==> src/rtl/mul_seq32.sv <==
// Sequential 32x32 shift-and-add multiplier: one 33-bit add per cycle, 64-bit product in 32 steps.
// Optional signed operands are enabled by defining MUL_SIGNED_EN (adds the i_is_signed port).
module mul_seq32 (
  input  logic        i_clk,
  input  logic        i_rst,
  input  logic        i_start,
  input  logic [31:0] i_a,
  input  logic [31:0] i_b,
`ifdef MUL_SIGNED_EN
  input  logic        i_is_signed,
`endif
  output logic        o_busy,
  output logic        o_done,
  output logic [63:0] o_p
);

  typedef enum logic [1:0] {StIdle, StRun, StDone} state_e;

  state_e      r_state;
  logic [31:0] r_mcand;
  logic [64:0] r_acc;
  logic [5:0]  r_cnt;
  logic        r_busy;
  logic        r_done;
  logic [63:0] r_p;

  logic [31:0] w_a_op;
  logic [31:0] w_b_op;
  logic [32:0] w_sum;
  logic [64:0] w_acc_nxt;
  logic [63:0] w_p_nxt;

  // r_acc[64] is always zero here, so it doubles as the zero-extension of hi.
  assign w_sum     = r_acc[0] ? (r_acc[64:32] + {1'b0, r_mcand}) : r_acc[64:32];
  assign w_acc_nxt = {1'b0, w_sum, r_acc[31:1]};

`ifdef MUL_SIGNED_EN
  logic r_neg;
  logic w_neg_nxt;

  // Magnitudes are taken as 32-bit unsigned, so 0x80000000 maps to itself.
  assign w_a_op    = (i_is_signed && i_a[31]) ? (32'd0 - i_a) : i_a;
  assign w_b_op    = (i_is_signed && i_b[31]) ? (32'd0 - i_b) : i_b;
  assign w_neg_nxt = i_is_signed & (i_a[31] ^ i_b[31]);
  assign w_p_nxt   = r_neg ? (64'd0 - w_acc_nxt[63:0]) : w_acc_nxt[63:0];
`else
  assign w_a_op  = i_a;
  assign w_b_op  = i_b;
  assign w_p_nxt = w_acc_nxt[63:0];
`endif

  always_ff @(posedge i_clk) begin
    if (i_rst) begin
      r_state <= StIdle;
      r_mcand <= '0;
      r_acc   <= '0;
      r_cnt   <= '0;
      r_busy  <= 1'b0;
      r_done  <= 1'b0;
      r_p     <= '0;
`ifdef MUL_SIGNED_EN
      r_neg   <= 1'b0;
`endif
    end else begin
      case (r_state)
        StIdle: begin
          if (i_start) begin
            r_mcand <= w_a_op;
            r_acc   <= {33'd0, w_b_op};
            r_cnt   <= '0;
            r_busy  <= 1'b1;
            r_state <= StRun;
`ifdef MUL_SIGNED_EN
            r_neg   <= w_neg_nxt;
`endif
          end
        end
        StRun: begin
          r_acc <= w_acc_nxt;
          r_cnt <= r_cnt + 6'd1;
          if (r_cnt == 6'd31) begin
            r_p     <= w_p_nxt;
            r_done  <= 1'b1;
            r_state <= StDone;
          end
        end
        StDone: begin
          r_done  <= 1'b0;
          r_busy  <= 1'b0;
          r_state <= StIdle;
        end
        default: begin
          r_done  <= 1'b0;
          r_busy  <= 1'b0;
          r_state <= StIdle;
        end
      endcase
    end
  end

  assign o_busy = r_busy;
  assign o_done = r_done;
  assign o_p    = r_p;

endmodule

==> config.mk <==
export PLATFORM = sky130hd
export DESIGN_NAME = mul_seq32
export DESIGN_NICKNAME = d
export VERILOG_FILES = /design/src/rtl/mul_seq32.sv
export SDC_FILE = /design/constraint.sdc
export NUM_CORES = 1
export LEC_CHECK = 0
export ABC_AREA = 1
export CORE_ASPECT_RATIO = 1.25
export CORE_MARGIN = 3
export CORE_UTILIZATION = 31
export CTS_CLUSTER_SIZE = 12
export DETAILED_ROUTE_END_ITERATION = 16
export MAX_ROUTING_LAYER = met4
export PLACE_DENSITY = 0.63
export SYNTH_ARGS = -nofsm -noshare
export SYNTH_HDL_FRONTEND = slang
export SYNTH_SLANG_ARGS = --single-unit
==> constraint.sdc <==
create_clock -name i_clk -period 2.1 [get_ports i_clk]
set_clock_uncertainty 0.1 [all_clocks]
set_input_delay 0.42 -clock i_clk [delete_from_list [all_inputs] [get_ports i_clk]]
set_output_delay 0.42 -clock i_clk [all_outputs]
set_load 0.1 [all_outputs]
==> results.sh <==
export IMPL_cts_buffers=17
export IMPL_outcome="complete, no violations"
export IMPL_crit_family="simple AND/OR/NAND/NOR gates"
export IMPL_hold_slack_ps=369.5
export IMPL_post_place_ws_ps=-105.5
export IMPL_cp_end_kind="flip-flop"
export IMPL_final_cell_mix="365 x nand2_1, 180 x inv_1, 156 x nor2_1"
export IMPL_avgSynthCellArea_um2=6.474
export IMPL_antennaDiodeCount=0
export IMPL_drtIter0Drc=332
export IMPL_min_period_ps=2098
export IMPL_reg2reg_slack_ps=2
export IMPL_viasPerCell=4.620
export IMPL_cp_slowest_stage_delay_ps=350
export IMPL_drv_cap=0
export IMPL_busiest_layer="met2"
export IMPL_cts_root_buf="clkbuf_16"
export IMPL_synth_cell_types=38
export IMPL_crit_slowest_cell="fa_2"
export IMPL_grt_pass1_vias=8813
export IMPL_arrival_ps=2360
export IMPL_max_slew_worst_pin_slew_ps=346.9
export IMPL_powerDensity_nw_per_um2=685.2
export IMPL_gr_usage_met1_pct=19.95
export IMPL_hpwlAfterDp_mm=19.62
export IMPL_cp_start_kind="flip-flop"
export IMPL_setup_ws_ps=1.574
export IMPL_avgRoutedWirePerCell_um=13.94
export IMPL_die_area_um2=30970
export IMPL_antenna_found_initial=0
export IMPL_p_leak_nw=5.888
export IMPL_path_clk_slew_ps=70
export IMPL_maxSlewViolCount=0
export IMPL_synth_fp_nets=1484
export IMPL_fin_nets=1653
export IMPL_vias=8847
export IMPL_synth_seq_area_share_pct=38.01
export IMPL_ys_warn_count=0
export IMPL_slew_headroom_pct=76.69
export IMPL_critPathKind="reg2reg"
export IMPL_ys_ff_latch=170
export IMPL_post_route_util_pct=43.49
export IMPL_rsz0062_at_grt="true"
export IMPL_grt_max_degree=62
export IMPL_fin_crit_sh_pct=99.93
export IMPL_syn2layout_area_growth_pct=35.97
export IMPL_path_buf_inv=1
export IMPL_synth_cells=1383
export IMPL_stdcell_count=1915
export IMPL_ctsHoldBuffers=0
export IMPL_die_y_um=196.0
export IMPL_cts_num_sinks=170
export IMPL_setup_viol=0
export IMPL_hold_viol_final=0
export IMPL_coreArea_um2=27990
export IMPL_layout_commonest_cell="nand2_1"
export IMPL_drc=0
export IMPL_crit_fanout=3
export IMPL_drtPass1Iterations=5
export IMPL_grt_use_met2_pct=30.72
export IMPL_cp_cell_sequence="ha_4 > fa_2 > nand3_2 > nand3_4 > nand3_2 > nand3b_1 > buf_6 > xnor2_2 > nand2_1 > nand3_1 > a21oi_1"
export IMPL_rows=68
export IMPL_track_usage_pct=17.57
export IMPL_grt_ovfl_total=0
export IMPL_routed_wirelength_mm=26.69
export IMPL_hold_path_class="reg2reg"
export IMPL_tritoncts="built"
export IMPL_final_antenna_net_count=0
export IMPL_start_util_pct=31.99
export IMPL_htreeDepth=4
export IMPL_io_pins=133
export IMPL_clock_path_buffers=2
export IMPL_port_buffers=132
export IMPL_use_met3_pct=4.237
export IMPL_drive_above_1_share_pct=21.66
export IMPL_syn_area_um2=8954
export IMPL_dieWidth_um=158.0
export IMPL_grt_pass1_wl_mm=42.81
export IMPL_fmax_ghz=0.4765
export IMPL_cp_common_cell="nand3_2"
export IMPL_gp_congestion=0.9106
export IMPL_cp_required_ps=2360
export IMPL_clk_latency_ps=440
export IMPL_ir_worst_vdd_uv=511.9
export IMPL_dp_cells=1879
[registers in the layout (all words and copies together) (netlist names)]
name and flops:
o_busy 1, o_done 1, o_p 64, r_acc 64, r_cnt 6, r_mcand 32, r_state 2
[synth_stat cells (all sizes together)]
library cell  number  area (µm²)
and2               1       6.260
dfxtp            170        3403
nand4              1       6.260
a21o               3       22.52
a21oi             54       270.3
o211ai             2       15.01
a311oi             1       8.760
xnor2             14       122.6
ha                33       412.9
nor2             174       670.7
o22ai              1       6.260
nand3             95       475.5
a211oi             1       7.510
o21bai             1       7.510
nand2            398        1499
inv              185       694.4
or2               23       143.9
a2bb2oi            1       8.760
nor3              37       190.2
clkbuf            28       105.1
fa                 1       20.02
o21a              13       97.59
nand3b             2       15.01
buf               29       156.4
clkinv             2       8.750
o21ai            109       545.5
a221oi             3       26.28
a22oi              1       7.510
[layout make-up]
type	count	area, µm²
tap	350	437.9
clock inverter	14	138.9
inverter	187	706.9
timing repair buffer	207	1886
fill	2877	15820
clock buffer	18	429.2
multi-input combinational	969	5136
sequential	170	3440
[path summary, 6_finish.rpt]
path,start,to,cells past startpoint
setup / recovery,r_mcand[0],r_acc[43],11
hold / removal,o_done,o_done,2
setup reg to reg,r_mcand[0],r_acc[43],11
hold reg to reg,o_done,o_done,2
[metrics by stage]
stage | power (mW) | setup TNS [ps] | cell area (µm²)
floorplan | 4.558 | 0 | 8954
global placement | 5.155 | -304.7 | 10970
detailed placement | 5.172 | -658.0 | 10970
CTS | 8.291 | 0 | 11610
global route | 8.779 | -793.2 | 12170
finish | 8.342 | 0 | 12170
[per-layer routing]
layer  wire [µm]  share of wire, %
met1       11650                44
met2       13360                50
met3        1259               4.7
met4         418               1.6
met5           0                 0
[timing repair]
action / CTS / global route
pin swaps: 4 / 15
gates resized for setup: 14 / 123
setup endpoints to repair: 22 / 68
setup buffers: 1 / 3
gates cloned: 0 / 0
[tightest hold or removal path: stages (launching register included)]
cell and delay (ps):
dfxtp_1 310, nand2_1 60, a21oi_1 60
[cell families (layout without fill, tap and decap cells)]
logic type                 after synthesis  count (layout)  share of synthesized area [%]
adders and majority gates               34              34                          4.835
and+or+nand+nor                        731             731                          33.58
AOI/OAI and AO/OA                      190             190                          11.43
buffers and inverters                  244             426                          10.77
xor gates and xnor gates                14              14                          1.370
DFF                                    170             170                          38.01
[where the power goes]
group | switching, mW | internal, mW | total, mW
sequential | 0.150 | 3.43 | 3.58
clock | 1.42 | 1.66 | 3.08
combinational | 0.932 | 0.755 | 1.69
Power figures use the tool's default switching activity.
